## config.mk

```make
export PLATFORM = sky130hd
export DESIGN_NAME = fft16_bitrev_reorder
export DESIGN_NICKNAME = d
export VERILOG_FILES = /design/src/rtl/fft16_bitrev_reorder_pkg.sv /design/src/rtl/reorder_bank.sv /design/src/rtl/fft16_bitrev_reorder.sv
export SDC_FILE = /design/constraint.sdc
export NUM_CORES = 1
export LEC_CHECK = 0
export ABC_AREA = 1
export CAP_MARGIN = 0
export CORE_MARGIN = 8
export CORE_UTILIZATION = 56
export CTS_CLUSTER_SIZE = 24
export DETAILED_ROUTE_END_ITERATION = 8
export PLACE_DENSITY = 0.75
export SKIP_LAST_GASP = 1
export SYNTH_ARGS = -nofsm -noshare
export SYNTH_HDL_FRONTEND = slang
export SYNTH_SLANG_ARGS = --single-unit
```

## constraint.sdc

```tcl
create_clock -name clk -period 3.1 [get_ports clk]
set_input_delay 0.465 -clock clk [delete_from_list [all_inputs] [get_ports clk]]
set_output_delay 0.465 -clock clk [all_outputs]
set_load 0.05 [all_outputs]
```

## src/rtl/fft16_bitrev_reorder_pkg.sv

```systemverilog
// fft16_bitrev_reorder_pkg: shared FFT sizes, sample field slices, state encodings and the bit-reverse helper.
package fft16_bitrev_reorder_pkg;
  localparam int LOG2N = 4;
  localparam int N = 1 << LOG2N;
  localparam int W = 24;
  localparam int RE_MSB = 23;
  localparam int RE_LSB = 12;
  localparam int IM_MSB = 11;
  localparam int IM_LSB = 0;
  typedef enum logic {SYNC, FILL} wr_state_e;
  typedef enum logic {RD_IDLE, RD_RUN} rd_state_e;
  function automatic logic [LOG2N-1:0] bitrev(input logic [LOG2N-1:0] k);
    logic [LOG2N-1:0] r;
    for (int i = 0; i < LOG2N; i++) r[i] = k[LOG2N-1-i];
    return r;
  endfunction
endpackage

```

## src/rtl/reorder_bank.sv

```systemverilog
// reorder_bank: one frame of sample registers, single write port, combinational read port, contents never reset.
module reorder_bank
  import fft16_bitrev_reorder_pkg::*;
#(
  parameter int AW = LOG2N,
  parameter int DW = W
) (
  input  logic          clk,
  input  logic          we,
  input  logic [AW-1:0] waddr,
  input  logic [DW-1:0] wdata,
  input  logic [AW-1:0] raddr,
  output logic [DW-1:0] rdata
);
  logic [DW-1:0] mem_q [2**AW];
  always_ff @(posedge clk)
    if (we) mem_q[waddr] <= wdata;
  assign rdata = mem_q[raddr];
endmodule

```

## src/rtl/fft16_bitrev_reorder.sv

```systemverilog
// fft16_bitrev_reorder: ping-pong buffer that turns bit-reversed FFT frames back into natural order.
module fft16_bitrev_reorder #(
  parameter int LOG2N = fft16_bitrev_reorder_pkg::LOG2N,
  parameter int W = fft16_bitrev_reorder_pkg::W
) (
  input  logic         clk,
  input  logic         reset,
  input  logic [W-1:0] in,
  input  logic         in_valid,
  input  logic         in_first,
  output logic [W-1:0] out,
  output logic         out_valid,
  output logic         out_first,
  output logic         frame_err
);
  import fft16_bitrev_reorder_pkg::*;
  wr_state_e wst_q, wst_d;
  rd_state_e rd_q, rd_d;
  logic [LOG2N-1:0] wk_q, wk_d, rn_q, rn_d, waddr;
  logic wsel_q, wsel_d, rsel_q, rsel_d, wr_en, set_full, clr_full, fire;
  logic [1:0] full_q, full_d;
  logic [W-1:0] out_q, out_d;
  logic out_valid_q, out_valid_d, out_first_q, out_first_d, frame_err_q, frame_err_d;
  logic [W-1:0] rdata [2];
  for (genvar b = 0; b < 2; b++) begin : g_bank
    reorder_bank #(.AW(LOG2N), .DW(W)) u_bank (
      .clk   (clk),
      .we    (wr_en && wsel_q == 1'(b)),
      .waddr (waddr),
      .wdata (in),
      .raddr (rn_q),
      .rdata (rdata[b])
    );
  end
  // An early in_first restarts the current bank at position 0 instead of advancing.
  always_comb begin
    wst_d = wst_q;
    wk_d = wk_q;
    wsel_d = wsel_q;
    wr_en = 1'b0;
    waddr = bitrev(wk_q);
    frame_err_d = 1'b0;
    set_full = 1'b0;
    if (in_valid) begin
      if (wst_q == SYNC) begin
        if (in_first) begin
          wr_en = 1'b1;
          waddr = '0;
          wk_d = LOG2N'(1);
          wst_d = FILL;
        end
      end else if (in_first && wk_q != '0) begin
        wr_en = 1'b1;
        waddr = '0;
        wk_d = LOG2N'(1);
        frame_err_d = 1'b1;
      end else begin
        wr_en = 1'b1;
        wk_d = wk_q + 1'b1;
        set_full = wk_q == '1;
        wsel_d = wsel_q ^ (wk_q == '1);
      end
    end
  end
  // Idle reads fire as soon as the bank is full, so X[0] lands two cycles after the last write.
  always_comb begin
    fire = rd_q == RD_RUN || full_q[rsel_q];
    rd_d = rd_q;
    rn_d = rn_q;
    rsel_d = rsel_q;
    clr_full = 1'b0;
    out_d = out_q;
    out_valid_d = 1'b0;
    out_first_d = 1'b0;
    if (fire) begin
      out_d = rdata[rsel_q];
      out_valid_d = 1'b1;
      out_first_d = rn_q == '0;
      rn_d = rn_q + 1'b1;
      rd_d = RD_RUN;
      if (rn_q == '1) begin
        clr_full = 1'b1;
        rsel_d = ~rsel_q;
        rd_d = full_q[~rsel_q] ? RD_RUN : RD_IDLE;
      end
    end
    full_d = full_q;
    if (clr_full) full_d[rsel_q] = 1'b0;
    if (set_full) full_d[wsel_q] = 1'b1;
  end
  always_ff @(posedge clk or negedge reset)
    if (!reset) begin
      wst_q <= SYNC;
      rd_q <= RD_IDLE;
      wk_q <= '0;
      rn_q <= '0;
      wsel_q <= 1'b0;
      rsel_q <= 1'b0;
      full_q <= '0;
      out_q <= '0;
      out_valid_q <= 1'b0;
      out_first_q <= 1'b0;
      frame_err_q <= 1'b0;
    end else begin
      wst_q <= wst_d;
      rd_q <= rd_d;
      wk_q <= wk_d;
      rn_q <= rn_d;
      wsel_q <= wsel_d;
      rsel_q <= rsel_d;
      full_q <= full_d;
      out_q <= out_d;
      out_valid_q <= out_valid_d;
      out_first_q <= out_first_d;
      frame_err_q <= frame_err_d;
    end
  assign out = out_q;
  assign out_valid = out_valid_q;
  assign out_first = out_first_q;
  assign frame_err = frame_err_q;
endmodule
```

==> qor.csv <==
metric,value,unit
outcome,finished clean,
Post-Synth XOR/XNOR Area,0.00155,
WP data required,3.61,ns
Tmin final,2.59,ns
first-pass GRT wire length,137000,microns
Worst Path Arrival,3.10,ns
vias per inst,5.70,
largest family of logic cells by synthesized area,simple AND/OR/NAND/NOR gates,
via count,23100,
syn avg cell area,10.8,sq um
worst-margin pin slew,0.968,ns
ys flop type,edfxtp_1,
GPL Wtd Cong,0.900,
static leakage,15.0,nW
drt total wl,90000,microns
Post-synth EDFFs,768,
Ports,55,
worst skew pair latency,0.64,ns
Setup Buffers After CTS,0,
post-synthesis compound-gate area fraction,0.0127,
Final Non-Filler Cells,4047,
RSZ-0062 raised after global routing,no,
post-cts sizing count,0,
Post-route DRC,0,
Reg area,24100,sq um
library cells used by synthesis,27,
Iter 0 DRT Violations,2893,
"Seq/Total Area, Yosys",0.709,
Routed Antenna Nets,0,
Mapped Area,34000,sq um
reg2reg start,rn_q[0],
maximum VDD drop,0.000519,V
"area leader, netlist",edfxtp_1,
CTS Root Cell,clkbuf_16,
clock slew at reported path FFs,0.06,ns
hpwl dp,54700,microns
synthesis-to-finish area growth,13.7,%
setup_tns,0,ns
R2R cell count,10,
DRT Pass-1 Iters,5,
ranking of synthesized cells by area,"edfxtp_1 68%, nand2_1 12%, nand3_1 6.9%",
critical path capture point,out[7],
number of fill cells,4457,
# port buffers,54,
"FF+latch count, synth",809,
simple-gate area share of the yosys netlist,0.211,
Post-Syn Instances,3141,
routed length per instance,22.2,microns
final core occ,0.642,
Worst Setup End Kind,flop,
CTS Buf Count,81,
Post-synth top cells,"1072 x nand2_1, 768 x edfxtp_1, 469 x nand3_1",
multi-input logic area,7950,sq um
Setup Skew,0.0318,ns
period utilisation layout,0.836,
final setup violating endpoints,0,
mux cell area share after synthesis,0,
largest net degree at the start of global routing,150,
Worst Hold Launch,in[4],
crit path kind,flop to flop,
vias in the first global route,23000,
CTS tree,done,
ANT cells,0,
row count,90,
Clock Sinks,809,
slew margin rel.,0.354,
Critical path origin,rn_q[0],
initial antenna violation count,2,
post-synth top area share,0.679,
Yosys Warn Count,0,
GRT Total Usage,0.258,
Initial Utilization,0.565,
async set or reset register ratio after synthesis,0.0507,
Synth Area in Adders,0.00147,
chip height,262,microns
max_cap viols,0,
Core Region,60100,sq um
nets,3230,
fraction of layout cells with a size suffix above 1,0.0836,
die area,68800,sq um
Fin. Hold Viols,0,
die width,262,microns
Max clock buf depth,3,
Post-Place Cells,3896,
max-slew violation count,0,
FF-to-FF End,out[7],
Max Fclk,0.386,GHz
total grt overflow,0,
top-count cell post-synth,nand2_1,
PwrDens,672,nW/um^2
peak fanout along the critical path,76,
CTS H-tree lvls,3,
Hold WC Path Type,input pin to flop,
Worst setup SP type,flop,
register-to-register setup slack,0.51,ns
syn nets,3173,
-- cells by family (layout without fill, tap and decap cells) --
logic type	after synthesis	in the layout
xor gates and xnor gates	6	6
AOI/OAI and AO/OA	85	85
buffers and inverters	496	620
and+or+nand+nor	1741	1741
adders and majority gates	4	4
DFF	809	809
-- layout by cell type (no fill, tap or decap), types with 2 or more instances in the layout --
| cell type | netlist | routed |
|---|---|---|
| nand2_1 | 1072 | 1071 |
| edfxtp_1 | 768 | 768 |
| nand3_1 | 469 | 469 |
| inv_1 | 321 | 321 |
| nor2_1 | 183 | 151 |
| clkbuf_16 | 0 | 83 |
| a21oi_1 | 51 | 51 |
| buf_4 | 28 | 45 |
| buf_12 | 0 | 43 |
| dfrtp_1 | 41 | 37 |
| clkdlybuf4s50_1 | 0 | 36 |
| nor2_4 | 0 | 33 |
| o21ai_0 | 31 | 31 |
| buf_2 | 103 | 18 |
| clkbuf_1 | 20 | 17 |
| clkinv_2 | 0 | 14 |
| clkinv_1 | 0 | 14 |
| bufinv_16 | 0 | 10 |
| nand4_1 | 9 | 9 |
| xor2_1 | 6 | 6 |
| clkbuf_8 | 0 | 5 |
| inv_2 | 5 | 4 |
| inv_6 | 1 | 4 |
| ha_1 | 4 | 4 |
| clkinvlp_4 | 0 | 4 |
| nand2_2 | 2 | 3 |
| dfrtp_4 | 0 | 2 |
| dfrtp_2 | 0 | 2 |
-- timing repair --
item,in CTS,in global routing
hold buffers,1,0
setup endpoints to repair,0,0
hold endpoints to repair,26,0
-- where the power goes --
group          switching (mW)  leakage (nW)  total [mW]  internal (mW)
combinational            2.52          6.32        3.48          0.954
sequential              0.144          7.42        12.5           12.4
clock                    4.08          1.31        9.95           5.87
-- sequential cells by signal, summed over array words and instances, names as in the netlist, 2 cells and up --
| name | cells |
|---|---|
| full_q | 2 |
| g_bank.u_bank.mem_q | 768 |
| wk_q | 4 |
| out | 24 |
| rn_q | 4 |
-- layout make-up --
| cell class | count | area share |
|---|---|---|
| Inverter | 327 | 0.0322 |
| Timing Repair Buffer | 143 | 0.0430 |
| Multi-Input combinational cell | 1836 | 0.206 |
| Sequential cell | 809 | 0.624 |
| Clock inverter | 45 | 0.0124 |
| Tap cell | 782 | 0.0253 |
| Clock buffer | 105 | 0.0572 |
-- worst max-delay path, stage by stage, from the launching register on --
cell and delay, ns:
dfrtp_4 0.53, clkinv_8 0.31, buf_4 0.34, nand2_1 0.07, nand3_1 0.09, nand3_1 0.10
nand2_1 0.06, nor2_1 0.49, nand2_1 0.23, nand3_1 0.15, nand2_1 0.06
-- worst min-delay path by stage --
stage / slack, ns / cells past startpoint / end
5_1_grt: 0.45 / 1 / g_bank[1].u_bank.mem_q[0][4]
3_3_place_gp: 0.47 / 2 / out[2]
6_report: 0.43 / 1 / g_bank[1].u_bank.mem_q[0][4]
2_1_floorplan: 0.17 / 0 / frame_err
4_1_cts: 0.43 / 2 / frame_err
3_5_place_dp: 0.47 / 2 / out[2]
-- stage by stage --
stage | total power, mW | hold WS, ns | cell area [sq um] | worst slack (ns)
3_3_place_gp | 16.1 | 0.466 | 35900 | 0.195
5_1_grt | 26.8 | 0.447 | 38600 | 0.348
6_report | 25.9 | 0.433 | 38600 | 0.509
4_1_cts | 26.0 | 0.428 | 38600 | 0.552
2_1_floorplan | 14.9 | 0.169 | 34000 | 0.108
3_5_place_dp | 16.2 | 0.465 | 35900 | 0.191
-- metal layers --
metal,vias to the layer above,track usage,wire length (microns)
met5,-,0,13
met4,2,0.115,3600
met3,202,0.0578,9500
met2,1298,0.405,41700
met1,11000,0.345,35200
li1,10500,-,-
No activity file was read; power rests on OpenSTA's default activity.
